`config.mk`:
```
export PLATFORM = sky130hd
export DESIGN_NAME = mem_slot_arbiter
export DESIGN_NICKNAME = d
export VERILOG_FILES = /design/src/rtl/mem_slot_arbiter.sv
export SDC_FILE = /design/constraint.sdc
export NUM_CORES = 1
export LEC_CHECK = 0
export ABC_AREA = 1
export CORE_ASPECT_RATIO = 0.8
export CORE_MARGIN = 8
export CORE_UTILIZATION = 36
export CTS_CLUSTER_DIAMETER = 120
export DETAILED_ROUTE_END_ITERATION = 8
export PLACE_DENSITY = 0.84
export SYNTH_ARGS = -nofsm -noshare
export SYNTH_HDL_FRONTEND = slang
export SYNTH_SLANG_ARGS = --single-unit
```
`constraint.sdc`:
```
create_clock -name clk -period 1.5 [get_ports clk]
set_input_delay 0.15 -clock clk [delete_from_list [all_inputs] [get_ports clk]]
set_output_delay 0.15 -clock clk [all_outputs]
set_load 0.01 [all_outputs]
```
`src/rtl/mem_slot_arbiter.sv`:
```
// Time-division arbiter for the shared frame-buffer/glyph-ROM port: two VGA slots and six CPU slots per 8-cycle frame.
// Optional write protection below ROM_LIMIT is enabled by defining ARB_WPROT_EN.
`ifndef DATAWIDTH
`define DATAWIDTH 16
`endif

module mem_slot_arbiter #(
    parameter int unsigned     AW        = 16,
    parameter int unsigned     DW        = `DATAWIDTH,
    parameter logic [AW-1:0]   ROM_LIMIT = AW'(16'h0800)
) (
    input  logic          clk,
    input  logic          rst,
    output logic [2:0]    acnt,
    input  logic [AW-1:0] vga_addr,
    output logic [DW-1:0] glyph_num,
    output logic [DW-1:0] glyph_pixels,
    input  logic          cpu_req,
    input  logic          cpu_we,
    input  logic [AW-1:0] cpu_addr,
    input  logic [DW-1:0] cpu_wdata,
    output logic          cpu_ack,
    output logic [DW-1:0] cpu_rdata,
    output logic          wprot_err,
    output logic [AW-1:0] mem_addr,
    output logic          mem_we,
    output logic [DW-1:0] mem_wdata,
    input  logic [DW-1:0] mem_rdata
);

`ifdef ARB_WPROT_EN
    localparam bit WPROT = 1'b1;
`else
    localparam bit WPROT = 1'b0;
`endif

    typedef enum logic [1:0] {
        IDLE    = 2'd0,
        RD_WAIT = 2'd1,
        ACK     = 2'd2
    } state_t;

    state_t state;
    state_t state_nxt;
    logic   vga_slot_c;
    logic   wr_blocked_c;
    logic   prot_hit_c;

    assign vga_slot_c   = (acnt == 3'd1) || (acnt == 3'd2);
    assign wr_blocked_c = WPROT && (cpu_addr < ROM_LIMIT);

    // Next state and shared-port drive; VGA slots always own the address bus.
    always_comb begin
        state_nxt  = state;
        mem_addr   = cpu_addr;
        mem_we     = 1'b0;
        mem_wdata  = cpu_wdata;
        prot_hit_c = 1'b0;
        if (vga_slot_c) begin
            mem_addr = vga_addr;
        end
        case (state)
            IDLE: begin
                if (!vga_slot_c && cpu_req) begin
                    if (cpu_we) begin
                        mem_we     = !wr_blocked_c;
                        prot_hit_c = wr_blocked_c;
                        state_nxt  = ACK;
                    end else begin
                        state_nxt  = RD_WAIT;
                    end
                end
            end
            RD_WAIT: state_nxt = ACK;
            ACK:     state_nxt = IDLE;
            default: state_nxt = IDLE;
        endcase
    end

    // Slot counter, FSM state and data capture for both clients.
    always_ff @(posedge clk) begin
        if (!rst) begin
            state        <= IDLE;
            acnt         <= 3'd0;
            glyph_num    <= '0;
            glyph_pixels <= '0;
            cpu_rdata    <= '0;
            cpu_ack      <= 1'b0;
            wprot_err    <= 1'b0;
        end else begin
            state   <= state_nxt;
            acnt    <= acnt + 3'd1;
            cpu_ack <= (state_nxt == ACK);
            // Memory data lags the address by one cycle, so each capture is one slot late.
            if (acnt == 3'd2) begin
                glyph_num <= mem_rdata;
            end
            if (acnt == 3'd3) begin
                glyph_pixels <= mem_rdata;
            end
            if (state == RD_WAIT) begin
                cpu_rdata <= mem_rdata;
            end
            if (prot_hit_c) begin
                wprot_err <= 1'b1;
            end
        end
    end

endmodule
```
==> impl_results.md <==
- Antenna diode count: 0
- Final cell area excluding filler cells: roughly 3700 sq um
- Max cap viols: 0
- Proportion of total power due to net switching: just under 30%
- P_int: roughly 2.4 mW
- Post-synth EDFFs: 0
- Clock edge transition at the registers on the reported setup and hold paths: ~0.1 ns
- Failing checks: setup timing
- H-tree lvl count: 2
- Cell count after placement: 496
- Startpoint-to-endpoint class of the critical path: reg -> out
- Pwr per Cell Area: between 900 and 1000 nW/um^2
- CTS Sinks: 54
- Weighted congestion reported at the end of routability-driven placement: 0.756
- Hold violation count in the final report: 0
- CTS Root Cell: sky130_fd_sc_hd__clkbuf_8
- Dominant register cell in the synthesized netlist: sky130_fd_sc_hd__dfxtp_1
- Yosys top cell area share: between 40% and 50%
- Ranking of synthesized cells by area: sky130_fd_sc_hd__dfxtp_1 47%, sky130_fd_sc_hd__nor2_1 17%, sky130_fd_sc_hd__nand2_1 8.2%
- Static Leakage: between 1.5 and 2 nW
- First-pass GRT wire length: ~12000 um
- Smallest hold slack: 0.300 ns
- Core Region: approximately 6300 sq um
- Cell count after synthesis: 308
- Largest clock skew in the final design: between 0.007 and 0.008 ns
- Final worst-path setup slack: -0.153 ns
- Flop pwr share: a little under half
- Biggest cell delay along the critical path: 0.38 ns
- Worst IR Drop VDD: about 0.00052 V
- Avg WL per Cell: between 15 and 20 um
- Number of fill cells: 577
- Worst-path cell with the longest stage delay: sky130_fd_sc_hd__dfxtp_4
- Unrepaired setup endpoints after global routing: yes
- Die height: 87.5 um
- Final standard cell count with taps included and fillers excluded: 508
- Clock insertion delay at the later pin of the skew report: 0.30 ns
- Worst setup SP type: flop
- Most prevalent standard cell on the critical path: sky130_fd_sc_hd__nand2_1
- Final setup violation count: 17
- Synth warn: 0
- Number of placement rows: 26
- Pin count of the biggest net entering global routing: 50
- Post-route DRC violation count: 0
- Sum of routed wire length over all layers: around 7700 um
- Maximum clock frequency: a little over 0.6 GHz
- Post-DR vias/cell: between 4 and 5
- Clock tree buffer depth: 2
- Top cell types by occurrence after synthesis: 102 x sky130_fd_sc_hd__nor2_1, 54 x sky130_fd_sc_hd__dfxtp_1, 50 x sky130_fd_sc_hd__nand2_1
- Compound-cell area share of the yosys netlist: ~12%
- Crit share post-route: 110%
- Synth Area in Simple Gates: 26.9%
- Fraction of final layout cells with drive strength greater than 1: between 15 and 20%
- Data arrival, critical path: 1.50 ns
- Final layout net count: 495
- Fraction of the yosys area taken by sequential cells: 47.0%
- Critical path data required time: roughly 1.4 ns
- Combinational share of power: between 20% and 30%
- Number of vias in the routed layout: about 2300
- Synthesized net count: 380
- Avg Inst Size Synth: 7.47 sq um
- Post-synthesis cell area: about 2300 sq um
- Chip width: 105 um
- Synth area leader: sky130_fd_sc_hd__dfxtp_1
- Number of global-route vias before repair: roughly 2300
- Fraction of synthesis flops using an asynchronous set or reset pin: 0%
- Final critical delay including setup and external delays: roughly 1.7 ns
- Sw power: about 1.0 mW
- Outcome: complete, but fails checks
- Maximum fanout along the worst path: 8
- Share of the synthesized netlist area taken by xor and xnor gates: 0%
- Synth Register Bits: between 50 and 60
- Number of port buffers: 120
- Synth-to-Final Area Change: 59.8%
- Hold Crit Class: in -> out
- Leading cell type by number of instances after synthesis: sky130_fd_sc_hd__nor2_1
- Multiplexer share of the synthesized area: 0%
- Worst setup slack before clock tree synthesis: -0.291 ns
- Gr ovfl total: 0
- Clock tree from TritonCTS: yes
- Critical path cell sequence: inv_2 > ha_4 > o21ai_4 > buf_6 > nand2_1 > nand2_1 > buf_2
- Dominant combinational cell family by area after synthesis: simple AND/OR/NAND/NOR gates
- Pins Over Slew Limit: 0
- Post-placement cell area: 3500 sq um
- Clock buffer count from CTS: 5
- Antenna violations before repair: 0
- HPWL reported at the end of detailed placement: between 5000 and 6000 um
- Overall track demand over capacity in global routing: about 15%
- Number of DRC violations after detailed-routing iteration 0: between 50 and 60
- Crit path capture type: output port
- Number of top-level design ports: about 150
- Part of the total power dissipated in the clock network: about a quarter
- Die footprint: between 9000 and 10000 sq um
- Sum Neg Setup Slack: -2.34 ns
- Antenna-violating nets left: 0
- First-pass iteration count of the detailed router: 4
- Hold buffer count at cts: 0
- Library cells used by synthesis: 22
- Synth Area in Adders: between 2 and 2.5%
- Starting density of the core: a little over a third
-- power groups by stage --
| stage | combinational [mW] | sequential (mW) | clock [mW] |
|---|---|---|---|
| after CTS | 0.997 | 1.59 | 0.890 |
| after global routing | 1.09 | 1.60 | 0.955 |
| final | 1.01 | 1.59 | 0.880 |
| after global placement | 0.963 | 1.61 | 0 |
| after detailed placement | 0.980 | 1.62 | 0 |
| after floorplan | 0.409 | 1.66 | 0 |
-- final timing paths --
kind | startpoint | end | slack (ns) | cells past startpoint
min | cpu_wdata[11] | mem_wdata[11] | 0.30 | 0
min reg2reg | glyph_num[4] | glyph_num[4] | 0.50 | 2
max | acnt[0] | mem_addr[5] | -0.15 | 7
max reg2reg | acnt[0] | state[1] | 0.08 | 8
-- per-stage QoR --
step / power, mW / utilization [%]
finish: 3.48 / 58.5
global route: 3.65 / 58.5
CTS: 3.47 / 57.6
detailed placement: 2.60 / 55.8
global placement: 2.58 / 55.8
floorplan: 2.07 / -
-- routing by layer --
metal	global-route usage, %	routed length (um)	vias up
li1	-	-	1181
met1	17.9	3130	1044
met2	27.6	4000	79
met3	3.85	481	6
met4	3.75	73	0
met5	0	0	-
-- repair_timing --
action / CTS / global route
setup endpoints to repair: 25 / 41
gates cloned: 1 / 1
setup buffers: 4 / 1
resized for setup: 82 / 26
pin swaps: 1 / 10
-- final cells by class --
class	instances	area, sq um	area share, %
repair buffers	137	1310	35.7
clock buffers	6	82.6	2.25
clock inverters	2	16.3	0.442
inverters	11	46.3	1.26
well taps	84	105	2.86
multi-input cells	214	1020	27.9
flip-flops and latches	54	1090	29.6
-- registers in the layout (all words and copies together) (netlist names) --
signal / count
cpu_rdata: 16
glyph_num: 16
glyph_pixels: 16
acnt: 3
state: 2
cpu_ack: 1
-- cell families after synthesis --
| family | Yosys count |
|---|---|
| AND/OR/NAND/NOR | 157 |
| flip-flops | 54 |
| AO/OA/AOI/OAI | 51 |
| buffers and inverters | 41 |
| adder cells (fa/ha/maj) | 4 |
| other | 1 |
-- cells in the final DEF, fill, tap and decap left out, types with 11 or more instances in the layout --
| cell | netlist | routed |
|---|---|---|
| sky130_fd_sc_hd__buf_2 | 2 | 11 |
| sky130_fd_sc_hd__buf_4 | 19 | 12 |
| sky130_fd_sc_hd__buf_6 | 4 | 11 |
| sky130_fd_sc_hd__clkdlybuf4s50_1 | 0 | 101 |
| sky130_fd_sc_hd__dfxtp_1 | 54 | 52 |
| sky130_fd_sc_hd__nand2_1 | 50 | 43 |
| sky130_fd_sc_hd__nor2_1 | 102 | 102 |
| sky130_fd_sc_hd__o21ai_0 | 37 | 36 |
| sky130_fd_sc_hd__o21ai_1 | 11 | 12 |
-- critical path: cells and delay by family (launching register included) --
kind	cells	cell delay, ns
simple gates	2	0.12
flops	1	0.38
compound gates	1	0.20
buf+inv	3	0.35
fa+ha+maj	1	0.16
No activity file was read; power rests on OpenSTA's default activity.
